==> src/rtl/csr_router_pkg.sv <==
// Shared types and helpers for the CSR request router: tag sizing and the
// data returned for reads to unmapped addresses.
package csr_router_pkg;

    // Tags 0..NumPorts-1 name a port; NumPorts itself marks an unmapped read.
    function automatic int tag_w(input int num_ports);
        return $clog2(num_ports + 1);
    endfunction

    localparam logic [63:0] UnmappedRspData = '0;

endpackage

==> src/rtl/csr_req_router_if.sv <==
// Core-side and accelerator-side CSR bus bundle for csr_req_router.
// Suffixes _i/_o are from the router's point of view.
interface csr_req_router_if #(
    parameter int NumPorts     = 2,
    parameter int RegsPerPort  = 8,
    parameter int RegDataWidth = 32
);
    localparam int AddrWidth     = $clog2(NumPorts * RegsPerPort) + 1;
    localparam int PortAddrWidth = $clog2(RegsPerPort);

    logic [AddrWidth-1:0]                        csr_req_addr_i;
    logic [RegDataWidth-1:0]                     csr_req_data_i;
    logic                                        csr_req_wen_i;
    logic                                        csr_req_valid_i;
    logic                                        csr_req_ready_o;
    logic [RegDataWidth-1:0]                     csr_rsp_data_o;
    logic                                        csr_rsp_valid_o;
    logic                                        csr_rsp_ready_i;
    logic [NumPorts-1:0][PortAddrWidth-1:0]      acc_csr_req_addr_o;
    logic [NumPorts-1:0][RegDataWidth-1:0]       acc_csr_req_data_o;
    logic [NumPorts-1:0]                         acc_csr_req_wen_o;
    logic [NumPorts-1:0]                         acc_csr_req_valid_o;
    logic [NumPorts-1:0]                         acc_csr_req_ready_i;
    logic [NumPorts-1:0][RegDataWidth-1:0]       acc_csr_rsp_data_i;
    logic [NumPorts-1:0]                         acc_csr_rsp_valid_i;
    logic [NumPorts-1:0]                         acc_csr_rsp_ready_o;

    modport slave (
        input  csr_req_addr_i, csr_req_data_i, csr_req_wen_i, csr_req_valid_i,
               csr_rsp_ready_i, acc_csr_req_ready_i, acc_csr_rsp_data_i,
               acc_csr_rsp_valid_i,
        output csr_req_ready_o, csr_rsp_data_o, csr_rsp_valid_o,
               acc_csr_req_addr_o, acc_csr_req_data_o, acc_csr_req_wen_o,
               acc_csr_req_valid_o, acc_csr_rsp_ready_o
    );

    modport master (
        output csr_req_addr_i, csr_req_data_i, csr_req_wen_i, csr_req_valid_i,
               csr_rsp_ready_i, acc_csr_req_ready_i, acc_csr_rsp_data_i,
               acc_csr_rsp_valid_i,
        input  csr_req_ready_o, csr_rsp_data_o, csr_rsp_valid_o,
               acc_csr_req_addr_o, acc_csr_req_data_o, acc_csr_req_wen_o,
               acc_csr_req_valid_o, acc_csr_rsp_ready_o
    );

endinterface

==> src/rtl/csr_tag_fifo.sv <==
// In-order tag FIFO for outstanding reads. Full/empty come from an explicit
// count so pointer wrap at a non-power-of-two depth is unambiguous.
module csr_tag_fifo #(
    parameter  int Depth = 2,
    parameter  int Width = 2,
    localparam int CntW  = $clog2(Depth + 1)
) (
    input  logic             clk_i,
    input  logic             rst_ni,
    input  logic             push_i,
    input  logic [Width-1:0] data_i,
    input  logic             pop_i,
    output logic             full_o,
    output logic             empty_o,
    output logic [CntW-1:0]  count_o,
    output logic [Width-1:0] head_o
);
    localparam int PtrW = (Depth > 1) ? $clog2(Depth) : 1;

    logic [Width-1:0] r_mem [Depth];
    logic [PtrW-1:0]  r_wptr, r_rptr;
    logic [CntW-1:0]  r_count;
    logic [PtrW-1:0]  w_wptr_nxt, w_rptr_nxt;

    assign w_wptr_nxt = (r_wptr == PtrW'(Depth - 1)) ? '0 : r_wptr + 1'b1;
    assign w_rptr_nxt = (r_rptr == PtrW'(Depth - 1)) ? '0 : r_rptr + 1'b1;

    assign full_o  = (r_count == CntW'(Depth));
    assign empty_o = (r_count == '0);
    assign count_o = r_count;
    assign head_o  = r_mem[r_rptr];

    always_ff @(posedge clk_i) begin
        if (!rst_ni) begin
            r_wptr  <= '0;
            r_rptr  <= '0;
            r_count <= '0;
        end else begin
            if (push_i) begin
                r_mem[r_wptr] <= data_i;
                r_wptr        <= w_wptr_nxt;
            end
            if (pop_i) r_rptr <= w_rptr_nxt;
            case ({push_i, pop_i})
                2'b10:   r_count <= r_count + 1'b1;
                2'b01:   r_count <= r_count - 1'b1;
                default: r_count <= r_count;
            endcase
        end
    end

    always_ff @(posedge clk_i) begin
        if (rst_ni) begin
            assert (!(pop_i && empty_o));
            assert (!(push_i && full_o));
        end
    end

endmodule

==> src/rtl/csr_req_router.sv <==
// Routes one core CSR stream to NumPorts accelerator windows; read responses
// are returned strictly in request order by following the tag FIFO head.
module csr_req_router
    import csr_router_pkg::*;
#(
    parameter  int NumPorts       = 2,
    parameter  int RegsPerPort    = 8,
    parameter  int RegDataWidth   = 32,
    parameter  int MaxOutstanding = 2,
    localparam int CntW           = $clog2(MaxOutstanding + 1)
) (
    input  logic            clk_i,
    input  logic            rst_ni,
    csr_req_router_if.slave bus,
    output logic [CntW-1:0] outstanding_o
);
    localparam int AddrWidth     = $clog2(NumPorts * RegsPerPort) + 1;
    localparam int PortAddrWidth = $clog2(RegsPerPort);
    localparam int PW            = AddrWidth - PortAddrWidth;
    localparam int TagW          = tag_w(NumPorts);

    logic [PW-1:0]            w_port;
    logic [PortAddrWidth-1:0] w_local;
    logic                     w_mapped;
    logic [TagW-1:0]          w_tag;
    logic                     w_sel_rdy;
    logic                     w_push, w_pop;
    logic                     w_full, w_empty;
    logic [TagW-1:0]          w_head;

    assign w_port   = bus.csr_req_addr_i[AddrWidth-1:PortAddrWidth];
    assign w_local  = bus.csr_req_addr_i[PortAddrWidth-1:0];
    assign w_mapped = (int'(w_port) < NumPorts);
    assign w_tag    = w_mapped ? TagW'(w_port) : TagW'(NumPorts);

    // Request demux: only the decoded port sees the request, others stay at 0.
    always_comb begin
        bus.acc_csr_req_addr_o  = '0;
        bus.acc_csr_req_data_o  = '0;
        bus.acc_csr_req_wen_o   = '0;
        bus.acc_csr_req_valid_o = '0;
        w_sel_rdy               = 1'b0;
        for (int p = 0; p < NumPorts; p++) begin
            if (w_mapped && (w_port == PW'(p))) begin
                bus.acc_csr_req_addr_o[p]  = w_local;
                bus.acc_csr_req_data_o[p]  = bus.csr_req_data_i;
                bus.acc_csr_req_wen_o[p]   = bus.csr_req_wen_i;
                bus.acc_csr_req_valid_o[p] = bus.csr_req_valid_i && rst_ni;
                w_sel_rdy                  = bus.acc_csr_req_ready_i[p];
            end
        end
    end

    // Reads need a free tag slot; a same-cycle pop does not free one.
    always_comb begin
        bus.csr_req_ready_o = 1'b0;
        if (rst_ni) begin
            if (w_mapped)
                bus.csr_req_ready_o = bus.csr_req_wen_i ? w_sel_rdy : (w_sel_rdy && !w_full);
            else
                bus.csr_req_ready_o = bus.csr_req_wen_i ? 1'b1 : !w_full;
        end
    end

    assign w_push = bus.csr_req_valid_i && bus.csr_req_ready_o && !bus.csr_req_wen_i;

    always_comb begin
        bus.csr_rsp_valid_o     = 1'b0;
        bus.csr_rsp_data_o      = '0;
        bus.acc_csr_rsp_ready_o = '0;
        if (rst_ni && !w_empty) begin
            if (w_head == TagW'(NumPorts)) begin
                bus.csr_rsp_valid_o = 1'b1;
                bus.csr_rsp_data_o  = RegDataWidth'(UnmappedRspData);
            end else begin
                for (int p = 0; p < NumPorts; p++) begin
                    if (w_head == TagW'(p)) begin
                        bus.csr_rsp_valid_o        = bus.acc_csr_rsp_valid_i[p];
                        bus.csr_rsp_data_o         = bus.acc_csr_rsp_data_i[p];
                        bus.acc_csr_rsp_ready_o[p] = bus.csr_rsp_ready_i;
                    end
                end
            end
        end
    end

    assign w_pop = bus.csr_rsp_valid_o && bus.csr_rsp_ready_i;

    csr_tag_fifo #(
        .Depth (MaxOutstanding),
        .Width (TagW)
    ) u_tag_fifo (
        .clk_i   (clk_i),
        .rst_ni  (rst_ni),
        .push_i  (w_push),
        .data_i  (w_tag),
        .pop_i   (w_pop),
        .full_o  (w_full),
        .empty_o (w_empty),
        .count_o (outstanding_o),
        .head_o  (w_head)
    );

    always_ff @(posedge clk_i) begin
        if (rst_ni && w_push)
            assert (w_mapped ? (int'(w_tag) < NumPorts) : (w_tag == TagW'(NumPorts)));
    end

endmodule

==> src/flat_wrapper.sv <==
// flat-port wrapper written by rule: the top's interface ports become plain ports
module csr_req_router_flat import csr_router_pkg::*;
#(
    parameter  int NumPorts       = 2,
    parameter  int RegsPerPort    = 8,
    parameter  int RegDataWidth   = 32,
    parameter  int MaxOutstanding = 2,
    localparam int CntW           = $clog2(MaxOutstanding + 1)
)
  (clk_i, rst_ni, outstanding_o, bus_csr_req_addr_i, bus_csr_req_data_i, bus_csr_req_wen_i, bus_csr_req_valid_i, bus_csr_rsp_ready_i, bus_acc_csr_req_ready_i, bus_acc_csr_rsp_data_i, bus_acc_csr_rsp_valid_i, bus_csr_req_ready_o, bus_csr_rsp_data_o, bus_csr_rsp_valid_o, bus_acc_csr_req_addr_o, bus_acc_csr_req_data_o, bus_acc_csr_req_wen_o, bus_acc_csr_req_valid_o, bus_acc_csr_rsp_ready_o);
  csr_req_router_if #(.NumPorts(NumPorts), .RegsPerPort(RegsPerPort), .RegDataWidth(RegDataWidth)) bus_i ();
  input  logic clk_i;
  input  logic rst_ni;
  output logic [CntW-1:0] outstanding_o;
  input wire logic [$bits(bus_i.csr_req_addr_i)-1:0] bus_csr_req_addr_i;
  input wire logic [$bits(bus_i.csr_req_data_i)-1:0] bus_csr_req_data_i;
  input wire logic [$bits(bus_i.csr_req_wen_i)-1:0] bus_csr_req_wen_i;
  input wire logic [$bits(bus_i.csr_req_valid_i)-1:0] bus_csr_req_valid_i;
  input wire logic [$bits(bus_i.csr_rsp_ready_i)-1:0] bus_csr_rsp_ready_i;
  input wire logic [$bits(bus_i.acc_csr_req_ready_i)-1:0] bus_acc_csr_req_ready_i;
  input wire logic [$bits(bus_i.acc_csr_rsp_data_i)-1:0] bus_acc_csr_rsp_data_i;
  input wire logic [$bits(bus_i.acc_csr_rsp_valid_i)-1:0] bus_acc_csr_rsp_valid_i;
  output wire logic [$bits(bus_i.csr_req_ready_o)-1:0] bus_csr_req_ready_o;
  output wire logic [$bits(bus_i.csr_rsp_data_o)-1:0] bus_csr_rsp_data_o;
  output wire logic [$bits(bus_i.csr_rsp_valid_o)-1:0] bus_csr_rsp_valid_o;
  output wire logic [$bits(bus_i.acc_csr_req_addr_o)-1:0] bus_acc_csr_req_addr_o;
  output wire logic [$bits(bus_i.acc_csr_req_data_o)-1:0] bus_acc_csr_req_data_o;
  output wire logic [$bits(bus_i.acc_csr_req_wen_o)-1:0] bus_acc_csr_req_wen_o;
  output wire logic [$bits(bus_i.acc_csr_req_valid_o)-1:0] bus_acc_csr_req_valid_o;
  output wire logic [$bits(bus_i.acc_csr_rsp_ready_o)-1:0] bus_acc_csr_rsp_ready_o;
  assign bus_i.csr_req_addr_i = bus_csr_req_addr_i;
  assign bus_i.csr_req_data_i = bus_csr_req_data_i;
  assign bus_i.csr_req_wen_i = bus_csr_req_wen_i;
  assign bus_i.csr_req_valid_i = bus_csr_req_valid_i;
  assign bus_i.csr_rsp_ready_i = bus_csr_rsp_ready_i;
  assign bus_i.acc_csr_req_ready_i = bus_acc_csr_req_ready_i;
  assign bus_i.acc_csr_rsp_data_i = bus_acc_csr_rsp_data_i;
  assign bus_i.acc_csr_rsp_valid_i = bus_acc_csr_rsp_valid_i;
  assign bus_csr_req_ready_o = bus_i.csr_req_ready_o;
  assign bus_csr_rsp_data_o = bus_i.csr_rsp_data_o;
  assign bus_csr_rsp_valid_o = bus_i.csr_rsp_valid_o;
  assign bus_acc_csr_req_addr_o = bus_i.acc_csr_req_addr_o;
  assign bus_acc_csr_req_data_o = bus_i.acc_csr_req_data_o;
  assign bus_acc_csr_req_wen_o = bus_i.acc_csr_req_wen_o;
  assign bus_acc_csr_req_valid_o = bus_i.acc_csr_req_valid_o;
  assign bus_acc_csr_rsp_ready_o = bus_i.acc_csr_rsp_ready_o;
  csr_req_router #(.NumPorts(NumPorts), .RegsPerPort(RegsPerPort), .RegDataWidth(RegDataWidth), .MaxOutstanding(MaxOutstanding)) u_core (.clk_i(clk_i), .rst_ni(rst_ni), .bus(bus_i), .outstanding_o(outstanding_o));
endmodule
==> config.mk <==
export PLATFORM = sky130hd
export DESIGN_NAME = csr_req_router_flat
export DESIGN_NICKNAME = d
export VERILOG_FILES = /design/src/rtl/csr_router_pkg.sv /design/src/rtl/csr_req_router_if.sv /design/src/rtl/csr_tag_fifo.sv /design/src/rtl/csr_req_router.sv /design/src/flat_wrapper.sv
export SDC_FILE = /design/constraint.sdc
export NUM_CORES = 1
export LEC_CHECK = 0
export CAP_MARGIN = 20
export CORE_AREA = 2 2 86 88
export CTS_BUF_LIST = sky130_fd_sc_hd__clkbuf_8
export DETAILED_ROUTE_END_ITERATION = 8
export DIE_AREA = 0 0 88 90
export PLACE_DENSITY = 0.81
export SYNTH_ARGS = -nofsm -noshare
export SYNTH_HDL_FRONTEND = slang
export SYNTH_SLANG_ARGS = --single-unit
==> constraint.sdc <==
create_clock -name clk_i -period 3.8 [get_ports clk_i]
set_clock_uncertainty 0.1 [all_clocks]
set_input_delay 0.76 -clock clk_i [delete_from_list [all_inputs] [get_ports clk_i]]
set_output_delay 0.76 -clock clk_i [all_outputs]
set_load 0.1 [all_outputs]
==> impl_metrics.toml, run 1 <==
[outcome]
outcome = "complete, no violations"

[clocking]
cts.htree.levels = 1
clock_sinks = 9
clk_pin_slew_ps = 50
cts_tree = "done"
clk_latency_ps = 230
max-clock-path-buffers = 2
cts_resized = 0
cts_made_buffers = 3
post-cts-setup-buffers = 0
ctsHoldBuffers = 0
cts_root_buf = "clkbuf_8"

[logic_synthesis]
synth_common_cells = "and2_1 (73), nand2_1 (71), a21oi_1 (32)"
synth_area_um2 = 1430
synth.net_count = 346
seq_area_frac_synth_pct = 15.4
synthFlopType = "dfxtp_1"
synth_async_sr_flop_share_pct = 0
netlist_instances = 235
synth_cell_types = 25
synth_top_cell_by_area = "and2_1"
synth-edff-count = 4
synth_top_cell_area_share_pct = 31.9
avgSynthCellArea_um2 = 6.09
netlist_top_cells_area = "and2_1 (32%), nand2_1 (19%), a21oi_1 (11%)"
ys_ff_latch = 9
synth_most_common_cell = "and2_1"
yosys_warnings = 0

[detailed_routing]
wl_per_cell_um = 15.8
drt-vias-per-instance = 4.39
drt-pass1-iter-count = 4
routed-via-count = 2408
drc_errors = 0
dr.first_iter.drc_count = 33
wirelength_um = 8670
postRouteAntennaNets = 0

[critical_path]
r2r_setup_slack_ps = 1250
arrival_ps = 2490
timing.rr.end = "u_core.u_tag_fifo.count_o[1]"
cp_data_required_time_ps = 2940
end_kind = "output pin"
crit_chain = "clkdlybuf4s50_1 -> o21ai_0 -> nand2b_1 -> buf_4 -> a21oi_1 -> buf_12"
reg2reg_depth = 6
crit_path_max_incr_delay_ps = 620
path_max_fanout = 32
cp-start-kind = "input port"
path_class = "input port to output pin"
crit_slowest_cell = "clkdlybuf4s50_1"
crit_buf_inv = 3
path_delay_family = "buffers and inverters"

[floorplanning]
die_x_um = 88
die_h_um = 90
pin_count = 222
row_count = 31
start_util_pct = 20.4
dieArea_um2 = 7920
core-area_um2 = 7020

[placed_design]
dp_hpwl_um = 7260
port_buffers = 221
placed_area_um2 = 4830
gp_congestion = 0.852
dp_slack_ps = 477

[global_route]
overflow = 0
grt_pass1_vias = 2644
antenna_found_initial = 0
grt_pass1_wl_um = 13600
grt_usage_pct = 21.7
grt_max_degree = 38

[hold_path]
hold_class = "flop to flop"
worstHoldStart = "u_core.u_tag_fifo.r_rptr"
hold_path_depth = 1

[timing]
worst_slew_pin_slew_ps = 1010
setup_ws_ps = 451
period_needed_ps = 3350
finalSetupViolations = 0
slew_headroom_pct = 32.2
rsz0062_at_grt = "false"
finalHoldViolations = 0
fmax_mhz = 299
drv_slew = 0
finalCritPeriodShare_pct = 88.1

[layout]
finalNetCount = 561
diodes = 0
design_area_um2 = 4890
fillers = 494
area_growth_syn_to_layout_pct = 242
drive_above_1_share_pct = 27.6

[pwr]
leakagePower_uw = 0.00199
finalPower_uw = 863
ir_worst_vdd_uv = 127
power_density_nw_per_um2 = 177

[flow_run]
maxCapViolCount = 0
-- worst register-to-register path, cell delays in order (launching register included) --
cell	delay, ps
dfxtp_1	400
mux2i_2	670
nand2_1	160
o22ai_2	270
ha_1	320
or3_1	360
a21boi_0	200
-- final cells by class --
| type | count | area [um2] | area share [%] |
|---|---|---|---|
| multi-input combinational | 208 | 1130 | 23.2 |
| clock buffer | 3 | 41.3 | 0.844 |
| inverter | 2 | 7.51 | 0.154 |
| sequential | 9 | 220 | 4.50 |
| tap | 99 | 124 | 2.53 |
| clock inverter | 1 | 5.00 | 0.102 |
| timing repair buffer | 226 | 3360 | 68.7 |
-- cell families (layout without fill, tap and decap cells) --
group | count (synthesis) | count (layout) | share of synthesized area [%]
compound gates | 40 | 40 | 16.0
xor+xnor | 2 | 2 | 1.23
fa+ha+maj | 1 | 1 | 0.875
buf+inv | 18 | 232 | 5.51
flops | 9 | 9 | 15.4
mux | 6 | 6 | 4.55
simple gates | 159 | 159 | 56.4
-- power by group --
part           internal (uW)  leakage [uW]  switching, uW
combinational            268       0.00189            377
sequential               105     0.0000771           3.75
clock                   71.5     0.0000255           38.6
-- per-layer routing --
metal  vias to the layer above  track usage, %  part of all wire [%]
met1                      1075            21.5                    33
met3                         8            10.4                    15
li1                       1181               -                     -
met5                         -               0                     0
met4                         0            5.13                   1.5
met2                       144            39.8                    51
-- worst max path at each step --
| stage | to | startpoint | cells past startpoint |
|---|---|---|---|
| floorplan | bus_csr_rsp_data_o[10] | u_core.u_tag_fifo.count_o[1] | 4 |
| global placement | bus_csr_rsp_data_o[0] | rst_ni | 6 |
| detailed placement | bus_csr_rsp_data_o[0] | rst_ni | 6 |
| CTS | bus_csr_rsp_data_o[0] | rst_ni | 6 |
| global route | bus_csr_rsp_data_o[25] | rst_ni | 6 |
| finish | bus_csr_rsp_data_o[0] | rst_ni | 6 |
-- cells in the final DEF, fill, tap and decap left out --
cell type / netlist / layout
buf_8: 0 / 1
clkbuf_8: 0 / 3
edfxtp_1: 4 / 4
clkinv_2: 0 / 1
nand2_1: 71 / 71
mux2i_1: 4 / 4
buf_4: 0 / 4
nand3b_2: 1 / 1
inv_1: 2 / 2
or3_1: 1 / 1
clkdlybuf4s50_1: 0 / 111
nor2b_2: 0 / 1
dfxtp_1: 5 / 5
and2_1: 73 / 73
o21ai_0: 2 / 2
o22a_1: 2 / 2
o221a_2: 1 / 1
nor2b_1: 2 / 1
a21oi_1: 32 / 32
ha_1: 1 / 1
and3_1: 2 / 2
mux2_1: 1 / 1
mux2i_2: 1 / 1
buf_12: 0 / 110
xnor2_1: 2 / 2
nor2_1: 6 / 6
nand2b_1: 3 / 3
o211a_1: 1 / 1
o22ai_2: 1 / 1
a21boi_0: 1 / 1
-- metrics by stage --
| step | TNS [ps] | cells | hold slack, ps | utilization [%] |
|---|---|---|---|---|
| final | 0 | 548 | 367 | 69.6 |
| after global routing | 0 | 548 | 424 | 69.6 |
| after CTS | 0 | 547 | 368 | 69.4 |
| after detailed placement | 0 | 543 | 361 | 68.8 |
| after global placement | 0 | 543 | 350 | 68.8 |
| after floorplan | -4840 | 235 | 337 | - |
(Power assumes the default switching activity.)
==> inputs of run 2 (changes only) <==
--- a/config.mk
+++ b/config.mk
@@ -10,7 +10,8 @@
 export CTS_BUF_LIST = sky130_fd_sc_hd__clkbuf_8
 export DETAILED_ROUTE_END_ITERATION = 8
 export DIE_AREA = 0 0 88 90
-export PLACE_DENSITY = 0.81
+export PLACE_DENSITY = 0.84
+export SKIP_LAST_GASP = 1
 export SYNTH_ARGS = -nofsm -noshare
 export SYNTH_HDL_FRONTEND = slang
 export SYNTH_SLANG_ARGS = --single-unit
==> constraint.sdc (replaced) <==
create_clock -name clk_i -period 2.8 [get_ports clk_i]
set_clock_uncertainty 0.1 [all_clocks]
set_input_delay 0.56 -clock clk_i [delete_from_list [all_inputs] [get_ports clk_i]]
set_output_delay 0.56 -clock clk_i [all_outputs]
set_load 0.1 [all_outputs]
==> impl_metrics.toml, run 2 (synthesized netlist as in run 1, its figures left out) <==
[timing]
period_needed_ps = 2660
rsz0062_at_grt = "false"
drv_slew = 0
worst_slew_pin_slew_ps = 406
finalHoldViolations = 0
finalCritPeriodShare_pct = 95.1
slew_headroom_pct = 72.1
fmax_mhz = 376
finalSetupViolations = 0

[detailed_routing]
routed-via-count = 2474
dr.first_iter.drc_count = 37
postRouteAntennaNets = 0
wirelength_um = 9220
drt-vias-per-instance = 4.49
drc_errors = 0
drt-pass1-iter-count = 4
wl_per_cell_um = 16.7

[clocking]
clock_sinks = 9
cts.htree.levels = 1
cts_resized = 0
post-cts-setup-buffers = 0
cts_tree = "done"
ctsHoldBuffers = 0
max-clock-path-buffers = 2
clk_latency_ps = 230
cts_made_buffers = 3
cts_root_buf = "clkbuf_8"
clk_pin_slew_ps = 40

[global_route]
overflow = 0
grt_pass1_vias = 2862
grt_pass1_wl_um = 14200
antenna_found_initial = 0
grt_usage_pct = 22.6
grt_max_degree = 40

[pwr]
swShare_pct = 49.4
clock_power_share_pct = 11.8
pwr-share-seq_pct = 12.2
power_frac_comb_pct = 76.1
internal-power_uw = 614
power_density_nw_per_um2 = 229
ir_worst_vdd_uv = 161
p_switching_uw = 600
finalPower_uw = 1210
leakagePower_uw = 0.00204

[critical_path]
crit_chain = "clkdlybuf4s50_1 -> o21ai_0 -> nand2b_4 -> buf_4 -> a21oi_4 -> buf_12"
crit_path_max_incr_delay_ps = 500
cp_data_required_time_ps = 2140
path_class = "input port to output pin"
arrival_ps = 2000
cp-start-kind = "input port"
path_max_fanout = 11
crit_slowest_cell = "clkdlybuf4s50_1"
end_kind = "output pin"

[layout]
diodes = 0
most-common-layout-cells = "buf_12 (113), clkdlybuf4s50_1 (109), and2_1 (73)"
finalNetCount = 564
final_cell_count_no_fill = 551
area_growth_syn_to_layout_pct = 271
drive_above_1_share_pct = 36.7
mostFrequentLayoutCell = "buf_12"

[outcome]
outcome = "complete, no violations"

[floorplanning]
row_count = 31
die_x_um = 88
start_util_pct = 20.4
core-area_um2 = 7020
pin_count = 222
dieArea_um2 = 7920
die_h_um = 90

[placed_design]
port_buffers = 221
gp_congestion = 0.827
dp_hpwl_um = 7940
placed_cells = 547

[flow_run]
maxCapViolCount = 0

[hold_path]
hold_class = "flop to flop"
-- run 2: cell count changes in the layout (fill, tap and decap cells not counted), moves of 3 or more --
| cell | delta |
|---|---|
| a21oi_1 | -32 |
| a21oi_4 | +30 |
| nor2_1 | -3 |
| nor2_2 | +3 |
| buf_12 | +3 |
| buf_4 | +3 |
-- run 2: power by group through the flow --
stage                     registers, uW  clock network [uW]  logic [uW]
after floorplan                     157                   0         487
after global placement              149                   0         914
after detailed placement            150                   0         926
after CTS                           148                 145         929
after global routing                148                 152         955
final                               148                 143         923
-- run 2: critical path: cells and delay by family --
family | cells | cell delay, ps
buffers and inverters | 3 | 940
AOI/OAI and AO/OA | 2 | 300
and+or+nand+nor | 1 | 190
-- run 2: layer usage --
layer | track usage [%] | up-vias | part of all wire (%)
met2 | 42.3 | 144 | 52
met5 | 0 | - | 0
met3 | 11.3 | 12 | 14
met4 | 6.28 | 0 | 2.1
li1 | - | 1187 | -
met1 | 20.9 | 1131 | 32
-- run 2: final cells by class --
cell class              count  area (um2)
clock buffers               3        41.3
clock inverters             1        3.75
fillers                   454        1710
inverters                   2        7.51
multi-input cells         208        1500
flip-flops and latches      9         223
well taps                  99         124
repair buffers            229        3410
-- run 2: metrics by stage --
| step | hold slack (ps) | utilization (%) | area, um2 | TNS [ps] | setup slack, ps |
|---|---|---|---|---|---|
| after floorplan | 337 | - | 1790 | 0 | 135 |
| after global placement | 346 | 75.0 | 5260 | 0 | 74.9 |
| after detailed placement | 379 | 75.0 | 5260 | -6.67 | -6.67 |
| after CTS | 379 | 75.6 | 5310 | 0 | 128 |
| after global routing | 395 | 75.6 | 5310 | 0 | 50.3 |
| final | 377 | 75.6 | 5310 | 0 | 139 |
-- run 2: path summary, 6_finish.rpt --
kind | slack [ps] | to | cells past startpoint | from
max | 140 | bus_csr_rsp_data_o[2] | 6 | rst_ni
min | 380 | flop | 1 | u_core.u_tag_fifo.r_rptr
max reg2reg | 510 | u_core.u_tag_fifo.count_o[1] | 6 | flop
min reg2reg | 380 | flop | 1 | u_core.u_tag_fifo.r_rptr
==> inputs of run 3 (changes only) <==
--- a/config.mk
+++ b/config.mk
@@ -6,10 +6,10 @@
 export NUM_CORES = 1
 export LEC_CHECK = 0
 export CAP_MARGIN = 20
-export CORE_AREA = 2 2 86 88
+export CORE_AREA = 2 2 79 96
 export CTS_BUF_LIST = sky130_fd_sc_hd__clkbuf_8
 export DETAILED_ROUTE_END_ITERATION = 8
-export DIE_AREA = 0 0 88 90
+export DIE_AREA = 0 0 81 98
 export PLACE_DENSITY = 0.84
 export SKIP_LAST_GASP = 1
 export SYNTH_ARGS = -nofsm -noshare
==> impl_metrics.toml, run 3 (synthesized netlist as in run 1, its figures left out) <==
[clocking]
cts_tree = "done"
cts_made_buffers = 3
ctsHoldBuffers = 0
max-clock-path-buffers = 2
post-cts-setup-buffers = 0
clk_pin_slew_ps = 40
clock_sinks = 9
cts_resized = 0
cts.htree.levels = 1
cts_root_buf = "clkbuf_8"
clk_latency_ps = 230

[floorplanning]
row_count = 34
die_h_um = 98
start_util_pct = 20.3
pin_count = 222
die_x_um = 81
core-area_um2 = 7060
dieArea_um2 = 7940

[timing]
rsz0062_at_grt = "false"
finalSetupViolations = 0
worst_slew_pin_slew_ps = 363
finalCritPeriodShare_pct = 95.4
drv_slew = 0
finalHoldViolations = 0
fmax_mhz = 375
period_needed_ps = 2670
slew_headroom_pct = 75.1
fin_setup_tns_ps = 0

[critical_path]
r2r_setup_slack_ps = 530
path_max_fanout = 36
timing.rr.end = "u_core.u_tag_fifo.count_o[1]"
path_class = "input port to output pin"
crit_start = "bus_csr_req_addr_i[4]"
cp_data_required_time_ps = 2140
reg2reg_depth = 6
end_kind = "output pin"
arrival_ps = 2010
cp-start-kind = "input port"

[layout]
finalNetCount = 565
fillers = 423
area_growth_syn_to_layout_pct = 272
most-common-layout-cells = "buf_12 (114), clkdlybuf4s50_1 (109), and2_1 (73)"
mostFrequentLayoutCell = "buf_12"
drive_above_1_share_pct = 36.9
fin_util_pct = 75.3
diodes = 0

[detailed_routing]
postRouteAntennaNets = 0
drc_errors = 0
routed-via-count = 2535
drt-pass1-iter-count = 4
wirelength_um = 9880
drt-vias-per-instance = 4.67
wl_per_cell_um = 18.2
dr.first_iter.drc_count = 46

[global_route]
antenna_found_initial = 2
grt_usage_pct = 24.6
overflow = 0
grt_pass1_vias = 2907
grt_pass1_wl_um = 15000
grt_max_degree = 38

[pwr]
ir_worst_vdd_uv = 172
finalPower_uw = 1220
leakagePower_uw = 0.00205
power_density_nw_per_um2 = 230

[placed_design]
gp_congestion = 0.785
port_buffers = 221
dp_hpwl_um = 8520

[hold_path]
worstHoldStart = "u_core.u_tag_fifo.r_rptr"
hold_path_depth = 1
hold_class = "flop to flop"

[outcome]
outcome = "complete, no violations"

[flow_run]
maxCapViolCount = 0
==> run 3: metal layers <==
| layer | vias up | global-route usage, % | share of wire (%) |
|---|---|---|---|
| li1 | 1185 | - | - |
| met1 | 1168 | 24.5 | 32 |
| met2 | 159 | 44.4 | 51 |
| met3 | 19 | 12.3 | 14 |
| met4 | 4 | 6.39 | 2.1 |
| met5 | - | 0 | 0.27 |
==> run 3: worst max-delay path by stage <==
stage / slack (ps) / depth (start not counted) / end
CTS: 130 / 5 / bus_acc_csr_req_data_o[37]
global placement: 100 / 7 / u_core.u_tag_fifo.count_o[1]
global route: 60 / 6 / bus_csr_rsp_data_o[31]
floorplan: 130 / 4 / bus_csr_rsp_data_o[10]
detailed placement: 10 / 7 / u_core.u_tag_fifo.count_o[1]
finish: 130 / 5 / bus_acc_csr_req_data_o[37]
==> run 3: where the power goes <==
part,switching [uW],total [uW],internal (uW)
Combinational,550,928,378
Sequential,5.11,148,143
Clock,49.4,145,95.3
Total,605,1220,616
==> run 3: layout make-up <==
cell class                      instances  area, um2  share of cell area, %
Sequential cell                         9        223                   4.19
Clock buffer                            3       41.3                  0.777
Multi-Input combinational cell        208       1500                   28.3
Inverter                                2       7.51                  0.141
Timing Repair Buffer                  230       3430                   64.4
Tap cell                               90        113                   2.12
Clock inverter                          1       3.75                 0.0706
==> run 3: worst max-delay path: stages <==
cell and delay [ps]:
clkdlybuf4s50_1 510, nor2b_2 300, buf_12 210, and2_1 220
buf_12 190
==> run 3: through the flow <==
stage / area [um2] / worst slack, ps / instances / hold slack, ps
after global routing: 5320 / 56.6 / 543 / 404
after CTS: 5320 / 131 / 543 / 367
after global placement: 5270 / 100 / 539 / 346
after floorplan: 1790 / 135 / 235 / 337
final: 5320 / 130 / 543 / 367
after detailed placement: 5270 / 12.9 / 539 / 364
